`config.mk`:
```
export PLATFORM = sky130hd
export DESIGN_NAME = pc_unit
export DESIGN_NICKNAME = d
export VERILOG_FILES = /design/src/rtl/pc_unit.sv
export SDC_FILE = /design/constraint.sdc
export NUM_CORES = 1
export LEC_CHECK = 0
export ABC_AREA = 1
export CAP_MARGIN = 30
export CELL_PAD_IN_SITES_DETAIL_PLACEMENT = 0
export CELL_PAD_IN_SITES_GLOBAL_PLACEMENT = 1
export CORE_MARGIN = 2
export CORE_UTILIZATION = 36
export CTS_CLUSTER_SIZE = 30
export DETAILED_ROUTE_END_ITERATION = 10
export PLACE_DENSITY_LB_ADDON = 0.1
export SETUP_SLACK_MARGIN = 0.1
export SLEW_MARGIN = 25
export SYNTH_ARGS = -nofsm -noshare
export SYNTH_HDL_FRONTEND = slang
export SYNTH_SLANG_ARGS = --single-unit
export TNS_END_PERCENT = 10
```
`constraint.sdc`:
```
create_clock -name clk -period 4.5 [get_ports clk]
set_input_delay 0.9 -clock clk [delete_from_list [all_inputs] [get_ports clk]]
set_output_delay 0.9 -clock clk [all_outputs]
set_load 0.02 [all_outputs]
```
`src/rtl/pc_unit.sv`:
```
// pc_unit: program-counter stage behind the controller FSM.
//   Holds the architectural PC. It advances the PC by one, or redirects it on
//   taken absolute jumps and PC-relative branches. It also evaluates the
//   condition code against the PSR flags, and supplies the JAL link value,
//   taken status, a retired-update count and a sticky control-error flag.
//
// Ports
//   clk           system clock, rising edge
//   reset         synchronous active-high reset
//   fetchPhase    controller in FETCH; the PC must not move
//   pcAdd         advance PC by 1
//   pcJump        conditional absolute jump to jumpTarget
//   pcBranch      conditional branch by sign-extended immediate
//   flagOp        4-bit condition code
//   immediate     signed 8-bit branch displacement
//   jumpTarget    jump destination (low ADDR_WIDTH bits used)
//   flags         PSR flags {N,Z,F,L,C}
//   pc            registered program counter
//   pcLink        zero-extended pc+1 (combinational)
//   condTrue      flagOp evaluated against flags (combinational)
//   takenLast     outcome of the most recent jump/branch
//   retiredCount  number of accepted PC updates (wraps)
//   ctrlError     sticky illegal strobe combination, cleared by reset
module pc_unit #(
  parameter int                    WIDTH      = 16,
  parameter int                    ADDR_WIDTH = 16,
  parameter logic [ADDR_WIDTH-1:0] RESET_PC   = '0,
  parameter int                    CNT_WIDTH  = 16
) (
  input  logic                  clk,
  input  logic                  reset,
  input  logic                  fetchPhase,
  input  logic                  pcAdd,
  input  logic                  pcJump,
  input  logic                  pcBranch,
  input  logic [3:0]            flagOp,
  input  logic [7:0]            immediate,
  input  logic [WIDTH-1:0]      jumpTarget,
  input  logic [4:0]            flags,
  output logic [ADDR_WIDTH-1:0] pc,
  output logic [WIDTH-1:0]      pcLink,
  output logic                  condTrue,
  output logic                  takenLast,
  output logic [CNT_WIDTH-1:0]  retiredCount,
  output logic                  ctrlError
);

  logic flag_n, flag_z, flag_f, flag_l, flag_c;
  assign {flag_n, flag_z, flag_f, flag_l, flag_c} = flags;

  always_comb begin
    condTrue = 1'b1;
    case (flagOp)
      4'h0: condTrue = flag_z;
      4'h1: condTrue = !flag_z;
      4'h2: condTrue = flag_c;
      4'h3: condTrue = !flag_c;
      4'h4: condTrue = flag_l;
      4'h5: condTrue = !flag_l;
      4'h6: condTrue = flag_n;
      4'h7: condTrue = !flag_n;
      4'h8: condTrue = flag_f;
      4'h9: condTrue = !flag_f;
      4'hA: condTrue = !flag_l && !flag_z;
      4'hB: condTrue = flag_l || flag_z;
      4'hC: condTrue = !flag_n && !flag_z;
      4'hD: condTrue = flag_n || flag_z;
      default: condTrue = 1'b1;
    endcase
  end

  logic [1:0]            strobe_cnt;
  logic                  any_strobe;
  logic                  legal_upd;
  logic                  illegal_upd;
  logic [ADDR_WIDTH-1:0] pc_inc;
  logic [ADDR_WIDTH-1:0] disp;
  logic [ADDR_WIDTH-1:0] pc_next;

  assign strobe_cnt  = 2'(pcAdd) + 2'(pcJump) + 2'(pcBranch);
  assign any_strobe  = pcAdd | pcJump | pcBranch;
  assign legal_upd   = (strobe_cnt == 2'd1) && !fetchPhase;
  assign illegal_upd = any_strobe && !legal_upd;

  assign pc_inc = pc + ADDR_WIDTH'(1);
  // Size cast of a signed operand sign-extends the displacement.
  assign disp   = ADDR_WIDTH'($signed(immediate));
  assign pcLink = WIDTH'(pc_inc);

  // Only meaningful when exactly one strobe is high; not-taken falls to pc+1.
  always_comb begin
    pc_next = pc_inc;
    if (pcJump && condTrue) begin
      pc_next = jumpTarget[ADDR_WIDTH-1:0];
    end else if (pcBranch && condTrue) begin
      pc_next = pc + disp;
    end
  end

  always_ff @(posedge clk) begin
    if (reset) begin
      pc           <= RESET_PC;
      takenLast    <= 1'b0;
      retiredCount <= '0;
      ctrlError    <= 1'b0;
    end else if (legal_upd) begin
      pc           <= pc_next;
      retiredCount <= retiredCount + CNT_WIDTH'(1);
      if (!pcAdd) begin
        takenLast <= condTrue;
      end
    end else if (illegal_upd) begin
      ctrlError <= 1'b1;
    end
  end

endmodule

```
# Yosys cells after proc, flatten, opt, wreduce, memory -nomap -nowiden
# Index checks and enable logic that the tools add are counted.
[totals] input_bits=39 elab_cells=48 reg_bits=34 output_inout_bits=51
[op_classes] n_bitwise=4 muxes=3 add_sub_neg=5 reduce_logical=18 n_eq_ne=14
[ops] cell="$add A16 B1 Y16 const B" n=2
[ops] cell="$mux W16" n=2
[ops] cell="$eq A4 B4 Y1 const B" n=6
[ops] cell="$add A16 B16 Y16" n=1
[ops] cell="$eq A4 B3 Y1 const B" n=4
[ops] cell="$pmux W1 S14" n=1
[ops] cell="$eq A4 B2 Y1 const B" n=2
[ops] cell="$logic_not A1 Y1" n=7
[ops] cell="$logic_and A1 B1 Y1" n=6
[ops] cell="$eq A4 B1 Y1 const B" n=1
[ops] cell="$logic_not A4 Y1" n=1
[ops] cell="$reduce_and A2 Y1" n=2
[ops] cell="$add A1 B1 Y2" n=1
[ops] cell="$add A2 B1 Y2" n=1
[ops] cell="$eq A2 B1 Y1 const B" n=1
[ops] cell="$logic_or A1 B1 Y1" n=2
[ops] cell="$not A1 Y1" n=2
[ops] cell="$or A1 B1 Y1" n=2

# Logic depth before layout (Yosys ltp)
# Gate-level depths: netlist (run 1).
[depth] word_depth=7 depth_mapped=14 depth_no_buf=14

# Worst setup path before layout (run 1)
# No wires, ideal clock.
[synth_timing] path_type="input port to flip-flop" from="in pcJump" to="reg retiredCount[15]" slack_ps=1179 setup_time_ps=118 arrival_ps=3203 path_stages=13 required_time_ps=4382 path_cell_list="clkbuf_1 clkbuf_1 inv_1 fa_1 nand3b_1 nor2_1 nand2_1 nor3_1 nand3_1 nor2_1 nand3_1 nor3_1 nor2_1"
[synth_via] elab_chain_cells=4
[synth_lines] item="from (decl)" line_no="34" text="input logic pcJump,"
[synth_lines] item="$add A1 B1 Y2" line_no="80" text="assign strobe_cnt = 2'(pcAdd) + 2'(pcJump) + 2'(pcBranch);"
[synth_lines] item="$add A2 B1 Y2" line_no="80"
[synth_lines] item="$eq A2 B1 Y1" line_no="82" text="assign legal_upd = (strobe_cnt == 2'd1) && !fetchPhase;"
[synth_lines] item="$logic_and A1 B1 Y1" line_no="82"
[synth_lines] item="to (signal assigned)" line_no="108" text="retiredCount <= retiredCount + CNT_WIDTH'(1);"
[synth_lines] item="to (decl)" line_no="44" text="output logic [CNT_WIDTH-1:0] retiredCount,"
# Every way passes these cells.
# A chain may end at the register's enable or synchronous reset.

# Final worst setup path (run 1)
[layout_timing] from="in flagOp[1]" to="out condTrue"
[layout_via] elab_chain_cells=2
[layout_lines] item="from (decl)" line_no="36" text="input logic [3:0] flagOp,"
[layout_lines] item="$eq A4 B4 Y1, or another cell as far along" line_no="53" text="case (flagOp)"
[layout_lines] item="$pmux W1 S14 (*)" line_no="53"
[layout_lines] item="to (decl)" line_no="42" text="output logic condTrue,"
# Mark *: on every way between the ends. The rest lies on a longest branch, timed or not.

==> metrics.yaml, run 1 <==
floorplan:
  dieWidth_um: 101
  die_height_um: 101
  initial_core_util_pct: 36.6
  core_area_sq_mm: 0.00915
  die_area_sq_mm: 0.0101
  num_rows: 35
  pin_count: 90
critical_path:
  endpoint_kind: "primary output"
  reg2reg_to: "pc[12]"
  r2r-start: "pc[0]"
  reg2reg_slack_ps: 2020
  path_cells: "clkdlybuf4s50_1, inv_2, nand2_1, nand2_1, nand2_1, nand3b_1, nand2_1, inv_2, nand3_4, clkdlybuf4s50_1"
  cpMostUsedCell: "nand2_1"
  crit_type: "in -> out"
  cp-startpoint: "flagOp[1]"
  r2r_cells: 12
  cp-start-kind: "input port"
  crit_end: "condTrue"
  slowest_delay_ps: 630
  cp.required_ps: 3600
  path_max_fanout: 7
  arrival_ps: 2730
  cpMaxStageDelayCell: "clkdlybuf4s50_1"
clock_tree:
  cts_setup_buffers: 0
  clk_latency_ps: 280
  cts_root_buf: "clkbuf_8"
  cts.path.max_buffers: 2
  cts_tree: "done"
  cts_sinks: 34
  post_cts_resize_count: 0
  numCtsBuffers: 5
  hold_buffers: 0
  h-tree-depth: 2
  clkTransAtPathRegs_ps: 70
layout:
  n_fill_cell: 957
  fin_nets: 705
  ff_latch_area_sq_um: 681
  drive_above_1_share_pct: 5.86
  area.growth.synth_to_final_pct: 31.7
  final_core_util_pct: 48.2
  diodes: 0
  finalNonFillerCells: 759
  multi_input_area_sq_mm: 0.00221
pwr:
  leakage_nw: 2.10
  p_sw_share_pct: 37.2
  powerDensity_mw_per_mm2: 213
  switchingPower_w: 0.000351
  ir_worst_vdd_mv: 0.114
  pwr-share-comb_pct: 39.0
  p_int_w: 0.000592
  pwr-share-seq_pct: 35.6
  p_clk_share_pct: 25.4
detailed_routing:
  via_per_inst: 4.83
  drcViolationCount: 0
  dr.pass1.iters: 4
  ant_nets: 0
  vias: 3664
  wl_per_cell_um: 13.1
  first_iter_violations: 147
  totalWireLength_mm: 9.98
sta:
  hold_viol_final: 0
  finalCritPeriodShare_pct: 80.7
  fmax_mhz: 275
  skew_ps: 7.23
  hold_ws_ps: 461
  fin_tns_setup_ps: 0
  rsz0062_at_grt: "no"
  tightest_slew_ps: 685
  slew_headroom_pct: 54.2
  setup_violations: 0
  worst_slack_ps: 867
  drv_slew: 0
  min_period_ps: 3630
placed_design:
  post-place-cells: 751
  dp_slack_ps: 860
  gp_congestion: 0.904
  dp_hpwl_mm: 8.06
  io_buffer_count: 89
global_route:
  grt_pass1_vias: 3423
  grt_max_degree: 27
  grt_overflow: 0
  grt_first_pass_wirelength_mm: 16.6
  antenna_found_initial: 0
  grt_use_total_pct: 20.2
min_path:
  hp-class: "reg -> reg"
synthesis:
  seq_area_frac_synth_pct: 20.3
  async_flop_share_pct: 0
  ys_types: 36
  synth_area_per_cell_sq_um: 5.97
  yosysTopAreaCell: "dfxtp_1"
  ys_ff_latch: 34
  synth_area_sq_mm: 0.00335
  yosys_most_used_dff: "dfxtp_1"
  synth_area_leaders: "dfxtp_1 20%, nand2_1 19%, inv_1 11%"
  yosysMostFrequentCell: "nand2_1"
  syn-instance-count: 562
  synth_top_area_share_pct: 20.3
  synth.cells.most_frequent: "171 x nand2_1, 95 x inv_1, 54 x nand3_1"
  yosysWarnings: 0
  syn_nets: 620
  synth_edf_count: 0
outcome:
  run_status: "finished clean"
job:
  maxCapViolCount: 0
## cells in the final DEF (no fill, tap or decap), types with 2 or more instances in the layout
cell,netlist,routed
nand3_1,54,54
clkdlybuf4s50_1,0,89
and2_1,2,2
nand2_4,2,2
nand2_2,6,6
o211ai_1,5,5
a21oi_1,34,34
a21oi_2,6,6
nor2_2,5,5
nor2_1,28,28
nand2_1,171,171
nor3_1,7,7
nor3b_1,2,2
ha_1,17,17
dfxtp_1,34,34
nand4_1,8,8
o21bai_1,2,2
o21ai_1,2,2
o21ai_0,20,20
buf_4,2,5
xnor2_1,9,9
fa_1,2,2
nand3b_1,13,13
inv_1,95,95
xor2_1,12,12
clkbuf_8,0,6
inv_2,3,3
## power groups by stage
stage | clock network [W] | registers (W) | logic, W
global route | 0.000260 | 0.000338 | 0.000411
finish | 0.000239 | 0.000336 | 0.000368
detailed placement | 0 | 0.000343 | 0.000368
floorplan | 0 | 0.000348 | 0.000225
CTS | 0.000243 | 0.000336 | 0.000371
global placement | 0 | 0.000342 | 0.000366
## worst max-delay path: cells and delay by family
family	cells	cell delay [ps]
buf+inv	4	1390
simple gates	6	440
## registers in the layout (all words and copies together), names as in the netlist
signal,flops
ctrlError,1
pc,16
retiredCount,16
takenLast,1
## per-layer routing
layer	vias to the layer above	part of all wire (%)	GRT usage (%)
li1	1954	-	-
met2	90	45	33.9
met4	0	0.25	2.21
met3	2	4.2	2.84
met1	1618	51	28.4
met5	-	0	0
## cell type report
| class | instances | area share [%] |
|---|---|---|
| inverters | 98 | 8.33 |
| clock inverters | 1 | 0.113 |
| repair buffers | 94 | 21.0 |
| clock buffers | 7 | 1.96 |
| multi-input cells | 414 | 50.0 |
| well taps | 111 | 3.15 |
| flip-flops and latches | 34 | 15.4 |
## worst min-delay path by stage
stage | startpoint | end | slack [ps] | cells past startpoint
3_3_place_gp | retiredCount[12] | retiredCount[12] | 450 | 2
6_report | ctrlError | ctrlError | 460 | 2
2_1_floorplan | ctrlError | ctrlError | 530 | 2
4_1_cts | ctrlError | ctrlError | 470 | 2
3_5_place_dp | ctrlError | ctrlError | 450 | 2
5_1_grt | retiredCount[12] | retiredCount[12] | 490 | 2
## logic make-up (layout without fill, tap and decap cells)
| group | after synthesis | in the layout | share of synthesized area [%] |
|---|---|---|---|
| XOR/XNOR | 21 | 21 | 5.49 |
| buffers and inverters | 114 | 200 | 13.8 |
| AO/OA/AOI/OAI | 74 | 74 | 12.7 |
| adder cells (fa/ha/maj) | 19 | 19 | 7.54 |
| AND/OR/NAND/NOR | 300 | 300 | 40.1 |
| flip-flops | 34 | 34 | 20.3 |
## per-stage QoR
step	power, W	area (sq um)
2_1_floorplan	0.000573	3350
3_3_place_gp	0.000709	4320
3_5_place_dp	0.000711	4320
4_1_cts	0.000950	4420
5_1_grt	0.00101	4420
6_report	0.000943	4420
(Power assumes the default switching activity.)
==> run 2: changes to the inputs <==
CORE_UTILIZATION = 30   (was 36)
clock period = 3 ns   (was 4.5 ns; I/O delays follow)
==> metrics.yaml, run 2 (synthesis results as in run 1) <==
placed_design:
  dp_hpwl_mm: 8.49
  io_buffer_count: 89
  gp_congestion: 0.815
layout:
  n_fill_cell: 1204
  fin_nets: 721
  reg_top3: "pc: 16 flops, retiredCount: 16 flops"
  area.growth.synth_to_final_pct: 37.3
  diodes: 0
  final_cell_mix: "171 x nand2_1, 95 x inv_1, 81 x clkdlybuf4s50_1"
  final_common_cell: "nand2_1"
  drive_above_1_share_pct: 9.19
sta:
  fmax_mhz: 355
  rsz0062_at_grt: "yes"
  finalCritPeriodShare_pct: 93.9
  hold_viol_final: 0
  slew_headroom_pct: 57.3
  setup_violations: 0
  drv_slew: 0
  hold_ws_ps: 460
  min_period_ps: 2820
  tightest_slew_ps: 640
  fin_tns_setup_ps: 0
  skew_ps: 9.36
critical_path:
  crit_type: "reg -> out"
  cp.required_ps: 2400
  cpMostUsedCell: "nand3_1"
  cpMaxStageDelayCell: "clkdlybuf4s50_1"
  cp-startpoint: "pc[0]"
  crit_end: "pcLink[10]"
  r2r-start: "pc[0]"
  arrival_ps: 2220
  slowest_delay_ps: 610
  cp-start-kind: "flip-flop"
  r2r_cells: 12
  path_cells: "ha_1, nand3_1, nor2_2, nand3_1, xor2_1, inv_1, clkdlybuf4s50_1"
  reg2reg_to: "pc[12]"
  path_max_fanout: 6
  endpoint_kind: "primary output"
  reg2reg_slack_ps: 740
clock_tree:
  cts.path.max_buffers: 2
  hold_buffers: 0
  numCtsBuffers: 5
  clkTransAtPathRegs_ps: 70
  h-tree-depth: 2
  cts_setup_buffers: 0
  cts_tree: "done"
  post_cts_resize_count: 10
  clk_latency_ps: 290
  cts_root_buf: "clkbuf_8"
  cts_sinks: 34
detailed_routing:
  ant_nets: 0
  wl_per_cell_um: 13.1
  dr.pass1.iters: 4
  via_per_inst: 4.61
  first_iter_violations: 131
  vias: 3705
  totalWireLength_mm: 10.5
  drcViolationCount: 0
pwr:
  powerDensity_mw_per_mm2: 311
  ir_worst_vdd_mv: 0.142
  leakage_nw: 2.23
global_route:
  grt_overflow: 0
  grt_pass1_vias: 3573
  grt_first_pass_wirelength_mm: 17.3
  grt_max_degree: 28
  grt_use_total_pct: 18.1
  antenna_found_initial: 0
job:
  maxCapViolCount: 0
floorplan:
  num_rows: 38
  pin_count: 90
  dieWidth_um: 110
  die_area_sq_mm: 0.0120
  initial_core_util_pct: 30.8
  core_area_sq_mm: 0.0109
  die_height_um: 110
outcome:
  run_status: "finished clean"
min_path:
  hp-class: "reg -> reg"
-- run 2: changes by cell type in the layout (fill, tap and decap cells not counted), moves of 2 or more --
| cell | before | now |
|---|---|---|
| clkdlybuf4s50_1 | 89 | 81 |
| nor2_2 | 5 | 8 |
| dlygate4sd2_1 | 0 | 8 |
| dfxtp_1 | 34 | 32 |
| nor2_1 | 28 | 24 |
| dfxtp_2 | 0 | 2 |
| buf_4 | 5 | 20 |
-- run 2: cell type report --
cell class / instances / area, sq um / area share (%)
well taps: 140 / 175 / 3.81
flip-flops and latches: 34 / 683 / 14.8
inverters: 98 / 368 / 7.99
repair buffers: 110 / 1050 / 22.8
clock inverters: 1 / 5.00 / 0.109
clock buffers: 7 / 86.3 / 1.88
multi-input cells: 414 / 2230 / 48.5
-- run 2: worst min-delay path by stage --
| stage | startpoint | end | slack, ps | depth (start not counted) |
|---|---|---|---|---|
| 2_1_floorplan | ctrlError | ctrlError | 530 | 2 |
| 3_3_place_gp | retiredCount[12] | retiredCount[12] | 450 | 2 |
| 3_5_place_dp | ctrlError | ctrlError | 450 | 2 |
| 4_1_cts | ctrlError | ctrlError | 460 | 2 |
| 5_1_grt | ctrlError | ctrlError | 500 | 2 |
| 6_report | ctrlError | ctrlError | 460 | 2 |
-- run 2: worst max-delay path: cells and delay by family, from the launching register on --
family / cells / cell delay, ps
adders and majority gates: 1 / 230
buffers and inverters: 2 / 710
xor gates and xnor gates: 1 / 170
and+or+nand+nor: 3 / 400
DFF: 1 / 410
-- run 2: power breakdown --
group	leakage, nW	total [W]	switching [W]	internal (W)
logic	1.91	0.000580	0.000334	0.000246
clock network	0.0482	0.000361	0.000176	0.000185
registers	0.277	0.000492	0.0000226	0.000470
total	2.23	0.00143	0.000532	0.000901
-- run 2: routing by layer --
metal | global-route usage (%) | share of wire, % | routed length [um]
met2 | 29.5 | 44 | 4590
met3 | 3.20 | 5.6 | 585
met4 | 2.80 | 0.59 | 62
met1 | 25.3 | 50 | 5270
met5 | 0 | 0 | 0
-- run 2: metrics by stage --
| stage | setup WS (ps) | std cells | area (sq um) | total power [W] | utilization [%] |
|---|---|---|---|---|---|
| global route | 63.6 | 804 | 4600 | 0.00154 | 42.3 |
| floorplan | 213 | 562 | 3360 | 0.000860 | - |
| detailed placement | -176 | 796 | 4490 | 0.00109 | 41.3 |
| finish | 182 | 804 | 4600 | 0.00143 | 42.3 |
| global placement | -96.9 | 796 | 4490 | 0.00109 | 41.3 |
| CTS | 124 | 804 | 4580 | 0.00145 | 42.0 |
